`src/rtl/imm_encoder.sv`:
```
// Finds the immediate-field encoding of a 32-bit constant. It supports either the
// plain 12-bit form or the 8-bit-value/4-bit-rotation form, searching one rotation per cycle.
module imm_encoder (
  input  logic        clk,
  input  logic        reset,
  input  logic        start,
  input  logic [31:0] value,
  input  logic        len_sel,
  output logic        busy,
  output logic        done,
  output logic        valid,
  output logic [11:0] imm
);

  typedef enum logic [1:0] {IDLE, SEARCH, DONE} state_t;

  state_t      state_q, state_d;
  logic [3:0]  r_q, r_d;
  logic [31:0] val_q, val_d;
  logic        len_q, len_d;
  logic [11:0] imm_q, imm_d;
  logic        valid_q, valid_d;
  logic [31:0] rot;

  // Rotate left by twice the rotation field; a zero shift keeps the right-shift term at 0.
  function automatic logic [31:0] rol2(input logic [31:0] v, input logic [3:0] r);
    logic [5:0] s;
    s = {1'b0, r, 1'b0};
    return (v << s) | (v >> (6'd32 - s));
  endfunction

  assign rot = rol2(val_q, r_q);

  always_comb begin
    state_d = state_q;
    r_d     = r_q;
    val_d   = val_q;
    len_d   = len_q;
    imm_d   = imm_q;
    valid_d = valid_q;
    case (state_q)
      IDLE: begin
        if (start) begin
          val_d   = value;
          len_d   = len_sel;
          r_d     = 4'd0;
          state_d = SEARCH;
        end
      end
      SEARCH: begin
        if (len_q) begin
          valid_d = (val_q[31:12] == 20'd0);
          imm_d   = (val_q[31:12] == 20'd0) ? val_q[11:0] : 12'h000;
          state_d = DONE;
        end else if (rot[31:8] == 24'd0) begin
          valid_d = 1'b1;
          imm_d   = {r_q, rot[7:0]};
          state_d = DONE;
        end else if (r_q == 4'd15) begin
          valid_d = 1'b0;
          imm_d   = 12'h000;
          state_d = DONE;
        end else begin
          r_d = r_q + 4'd1;
        end
      end
      DONE: state_d = IDLE;
      default: state_d = IDLE;
    endcase
  end

  always_ff @(posedge clk) begin
    if (reset) begin
      state_q <= IDLE;
      r_q     <= 4'd0;
      imm_q   <= 12'h000;
      valid_q <= 1'b0;
    end else begin
      state_q <= state_d;
      r_q     <= r_d;
      imm_q   <= imm_d;
      valid_q <= valid_d;
    end
  end

  // Operand copies are pure data and only meaningful once a request is accepted.
  always_ff @(posedge clk) begin
    val_q <= val_d;
    len_q <= len_d;
  end

  assign busy  = (state_q == SEARCH);
  assign done  = (state_q == DONE);
  assign valid = valid_q;
  assign imm   = imm_q;

endmodule

```
`config.mk`:
```
export PLATFORM = sky130hd
export DESIGN_NAME = imm_encoder
export DESIGN_NICKNAME = d
export VERILOG_FILES = /design/src/rtl/imm_encoder.sv
export SDC_FILE = /design/constraint.sdc
export NUM_CORES = 1
export LEC_CHECK = 0
export ABC_AREA = 0
export BUFFER_PORTS_ARGS = -buffer_cell sky130_fd_sc_hd__buf_2
export CORE_ASPECT_RATIO = 0.6
export CORE_UTILIZATION = 50
export DETAILED_ROUTE_END_ITERATION = 10
export GPL_TIMING_DRIVEN = 0
export PLACE_DENSITY = 0.76
export REMOVE_ABC_BUFFERS = 1
export SETUP_SLACK_MARGIN = 0.2
export SLEW_MARGIN = 25
export SYNTH_ARGS = -nofsm -noshare
export SYNTH_HDL_FRONTEND = slang
export SYNTH_SLANG_ARGS = --single-unit
```
`constraint.sdc`:
```
create_clock -name clk -period 3.9 [get_ports clk]
set_clock_uncertainty 0.2 [all_clocks]
set_input_delay 0.78 -clock clk [delete_from_list [all_inputs] [get_ports clk]]
set_output_delay 0.78 -clock clk [all_outputs]
set_load 0.02 [all_outputs]
```
# After elaboration in Yosys (flattened, before gate mapping)

Cells that the tools add are included.

Add/subtract/negate cells: 2
Equal/unequal tests: 8
Shift-type cells: 2
Muxes and demuxes: 17
Bitwise operators: 1
Reductions and logical operators: 9

Operator list:

| cell                                                   | count |
|---|---|
| two-way mux 12 bit                                     | 4 |
| bitwise OR 32 bit                                      | 1 |
| left shift 32 x 5 -> 32 bit                            | 1 |
| right shift 32 x 6 -> 32 bit                           | 1 |
| logical NOT 24 bit                                     | 1 |
| logical NOT 20 bit                                     | 1 |
| two-way mux 4 bit                                      | 4 |
| two-way mux 2 bit                                      | 4 |
| inequality test 2 bit (second input constant)          | 4 |
| case mux 4 bit (2 select lines)                        | 1 |
| AND reduction 2 bit                                    | 3 |
| subtractor 6 x 5 -> 6 bit (first input constant)       | 1 |
| AND reduction 5 bit                                    | 1 |
| adder 4 x 1 -> 4 bit (second input constant)           | 1 |
| equality test 4 bit (second input constant)            | 1 |
| inequality test 4 x 1 -> 1 bit (second input constant) | 1 |
| case mux 2 bit (2 select lines)                        | 1 |
| two-way mux 1 bit                                      | 3 |
| nonzero test 3 bit                                     | 1 |
| equality test 2 x 1 -> 1 bit (second input constant)   | 1 |
| equality test 2 bit (second input constant)            | 1 |
| logical NOT 2 bit                                      | 1 |
| nonzero test 2 bit                                     | 1 |

Flip-flop bits (word level): 52
Input bits: 36
Output and inout port bits: 15
Logic and storage cells: 45

# Depth between registers and ports, before layout

Depth in word-level cells: 7
Depth in mapped cells: 17
Gate-level depth less buffers: 11

# Least setup slack after synthesis

OpenSTA, ideal clock, no wires.

Kind: input-to-reg
Start: input start
End: register r_q[0]
Setup time: 0.059 ns
Arrival time: 3.865 ns
Setup slack: -0.224 ns
Cell stages on the path: 4
Cell sequence: nor3b_1 a21oi_2 nor4_1 a31o_1

Word-level cells in the longest chain between the ends: 2

RTL lines:

| item                                   | line | source |
|---|---|---|
| from (decl)                            | 6    | `input logic start,` |
| inequality test 2 bit (no source line) | n/a  |  |
| AND reduction 5 bit (no source line)   | n/a  |  |
| to (signal assigned)                   | 80   | `r_q <= r_d;` |
| to (decl)                              | 18   | `logic [3:0] r_q, r_d;` |

No other way between the ends.
A chain may end at the register's enable or synchronous reset.

# Worst setup path after layout

Start: register r_q[0]
End: register valid_q (netlist: valid)

Word-level cells in the longest chain between the ends: 6
Elaborated cells on any way between the ends: 10

RTL lines:

| item                                                                      | line | source |
|---|---|---|
| subtractor 6 x 5 -> 6 bit                                                 | 29   | `return (v << s) \| (v >> (6'd32 - s));` |
| right shift 32 x 6 -> 32 bit                                              | 29   |  |
| bitwise OR 32 bit                                                         | 29   |  |
| logical NOT 24 bit                                                        | 55   | `end else if (rot[31:8] == 24'd0) begin` |
| nonzero test 3 bit (no source line) or two-way mux 1 bit (tied branches)  | n/a  |  |
| AND reduction 2 bit (no source line) or two-way mux 1 bit (tied branches) | n/a  |  |
| to (signal assigned)                                                      | 82   | `valid_q <= valid_d;` |
| to (decl)                                                                 | 22   | `logic valid_q, valid_d;` |

Several ways; a longest one is shown, not always the timed one.

==> summary.md <==
| Metric | Value |
|---|---|
| Layout Cells excl Fill | `602` |
| Slowest stage delay, CP | `0.38 ns` |
| Total number of vias | `4,203` |
| Yosys Warn Count | `0` |
| CP Launch Type | `register` |
| Crit path time final | `3.58 ns` |
| Pin count of the biggest net entering global routing | `34` |
| VDD IR max | `0.000320 V` |
| Tot GR Track Use | `29.6%` |
| Synthesized instance count | `462` |
| Distinct cells, synth | `72` |
| Port bufs | `50` |
| Number of synthesized register bits | `52` |
| Via density | `6.98` |
| Most frequent cell after synthesis | `nand2_1` |
| Critical path's slowest cell | `dfxtp_4` |
| Leading area contributor after synthesis | `edfxtp_1` |
| Pwr dens | `311 mW/mm²` |
| Asr flop ratio synth | `0%` |
| Die Y-Extent | `72.3 µm` |
| Final RePlAce weighted congestion | `0.924` |
| Seq pwr share | `46.6%` |
| Fin. max-slew vios | `0` |
| CP Capture Type | `register` |
| Iteration-0 DRC Markers | `703` |
| Largest cells by area after synthesis | `edfxtp_1, dfxtp_1, mux4_2` |
| First-pass GRT wire length | `19,500 µm` |
| WL/cell | `21.0 µm` |
| Avg Inst Size Synth | `8.92 µm²` |
| DRT Pass-1 Iters | `7` |
| Worst-margin pin slew | `0.891 ns` |
| LEAKAGE | `0.00165 µW` |
| Combinational share of power | `23.1%` |
| Top-area cell type share of the netlist area | `24.1%` |
| Outcome | `finished, final reports clean` |
| Chip width | `119 µm` |
| Grt ovf | `0` |
| DP HPWL | `8020 µm` |
| Number of max-cap violations | `0` |
| Starting density of the core | `52.1%` |
| Fin Hold WS | `0.332 ns` |
| Cts bufs inserted | `5` |
| Vias in the first global route | `3,685` |
| Most frequent cells after synthesis | `nand2_1, nor2_1, edfxtp_1, o21ai_0` |
| Maximum clock path buffer count | `2` |
| Hold_buf cts | `0` |
| Setup CP Type | `register to register` |
| DRT antenna net count | `0` |
| Data arrival time of the worst path | `3.59 ns` |
| RSZ-0062 raised after global routing | `false` |
| Core Region | `0.00791 mm²` |
| Final core utilization | `60.6%` |
| Overall Power | `1490 µW` |
| DRC Markers | `0` |
| Initial antenna violation count | `0` |
| Number of synthesized flops with an enable pin | `33` |
| Fraction of layout cells with a size suffix above 1 | `24.7%` |
| Min-Delay Path Class | `register to register` |
| Clk slew on worst S/H paths | `0.07 ns` |
| Max Fclk | `279 MHz` |
| Period utilization | `91.9%` |
| Placed insts | `577` |
| Crit-path max FO | `28` |
| Psw | `469 µW` |
| Relative slew slack | `40.4%` |
| P_int | `1020 µW` |
| Seq/Total Area, Yosys | `33.3%` |
| Prevailing post-synth register cell | `edfxtp_1` |
| CTS sink count | `52` |
| Worst-path cell chain | `buf_16 -> inv_12 -> ha_4 -> buf_6 -> buf_12 -> nor3_1 -> o21ai_0 -> a221oi_1 -> o221ai_1 -> a21oi_2 -> nand3_4 -> buf_4 -> nor2_8 -> nor2_1 -> a211oi_1` |
| Sw frac | `31.5%` |
| IO Pins | `51` |
| Cell family with most CP delay | `compound AO/OA/AOI/OAI gates` |
| Final setup vio count | `0` |
| Layout net count | `531` |
| N_diodes | `0` |
| DIE AREA | `0.00862 mm²` |
| Layout area overhead | `16.3%` |
| H-tree depth | `2` |
| Clock insertion delay at the later pin of the skew report | `0.30 ns` |
| Post-Syn Area | `0.00412 mm²` |
| Clk root buf | `clkbuf_16` |
| CTS tree | `yes` |
| Fin area | `0.00479 mm²` |
| Num rows | `25` |
| Clock Power Share | `30.3%` |
| Buffers & Inverters on Critical Path | `5` |
| Post-DP Area | `0.00436 mm²` |
| WP data required | `3.91 ns` |
| Routed WL | `12,700 µm` |
| Final hold vios | `0` |
==> tightest hold or removal path, cell delays in order (launching register included) <==
cell and delay, ns:
dfxtp_1 0.33, o21ai_1 0.07, a21oi_1 0.10
==> what timing repair did <==
item | 4_1_cts | 5_1_grt
pin swaps | 3 | 4
setup buffers | 7 | 7
gates resized for setup | 6 | 6
endpoints found under the hold margin | 0 | 0
setup endpoints to repair | 19 | 15
gates cloned | 3 | 0
==> flip-flops by register name (all words and copies together), names as in the netlist <==
signal   flops
val_q       32
imm         12
r_q          4
state_q      2
len_q        1
valid        1
==> per-stage QoR <==
| stage | worst slack, ns | TNS, ns |
|---|---|---|
| after detailed placement | -0.832 | -12.97 |
| after global routing | 0.170 | 0 |
| after CTS | 0.251 | 0 |
| after global placement | -4.16 | -114.66 |
| final | 0.317 | 0 |
| after floorplan | -2.45 | -49.64 |
==> metal layers <==
metal	GRT usage (%)	vias up	part of all wire [%]
li1	-	1837	-
met4	9.00	0	2.5
met5	0	-	0
met3	8.33	45	15
met1	43.5	1968	41
met2	42.1	353	41
==> final timing paths <==
kind	slack [ns]	endpoint	startpoint	depth (start not counted)
hold / removal	0.33	imm[8]$_SDFFE_PP0P_	imm[8]$_SDFFE_PP0P_	2
setup / recovery	0.32	valid$_SDFFE_PP0P_	r_q[0]$_SDFFE_PP0P_	15
setup reg to reg	0.32	valid$_SDFFE_PP0P_	r_q[0]$_SDFFE_PP0P_	15
hold reg to reg	0.33	imm[8]$_SDFFE_PP0P_	imm[8]$_SDFFE_PP0P_	2
==> logic make-up after synthesis <==
logic type | count (synthesis) | synth area share [%]
buf+inv | 59 | 6.92
simple gates | 172 | 21.6
flops | 52 | 33.3
fa+ha+maj | 2 | 0.607
xor+xnor | 2 | 0.425
compound gates | 131 | 22.0
mux | 44 | 15.2
==> placed cells by master, fill, tap and decap left out, types with 11 or more instances in the layout <==
cell / count
a21oi_1: 22
buf_2: 50
dfxtp_1: 17
edfxtp_1: 33
mux2i_1: 22
mux4_2: 14
nand2_1: 40
nor2_1: 39
nor3_1: 22
nor4_1: 11
o21ai_0: 33
==> area by class of cell <==
cell class / instances / area (µm²)
Inverter: 11 / 53.8
Clock inverter: 3 / 22.5
Timing Repair Buffer: 71 / 543
Fill cell: 643 / 3120
Multi-Input combinational cell: 352 / 2530
Clock buffer: 5 / 125
Sequential cell: 52 / 1380
Tap cell: 108 / 135
==> power by group through the flow <==
stage	clock, µW	sequential [µW]	combinational (µW)
global route	476	697	368
global placement	0	714	271
CTS	456	688	324
floorplan	0	695	199
finish	451	695	344
detailed placement	0	704	297
Power figures use the tool's default switching activity.
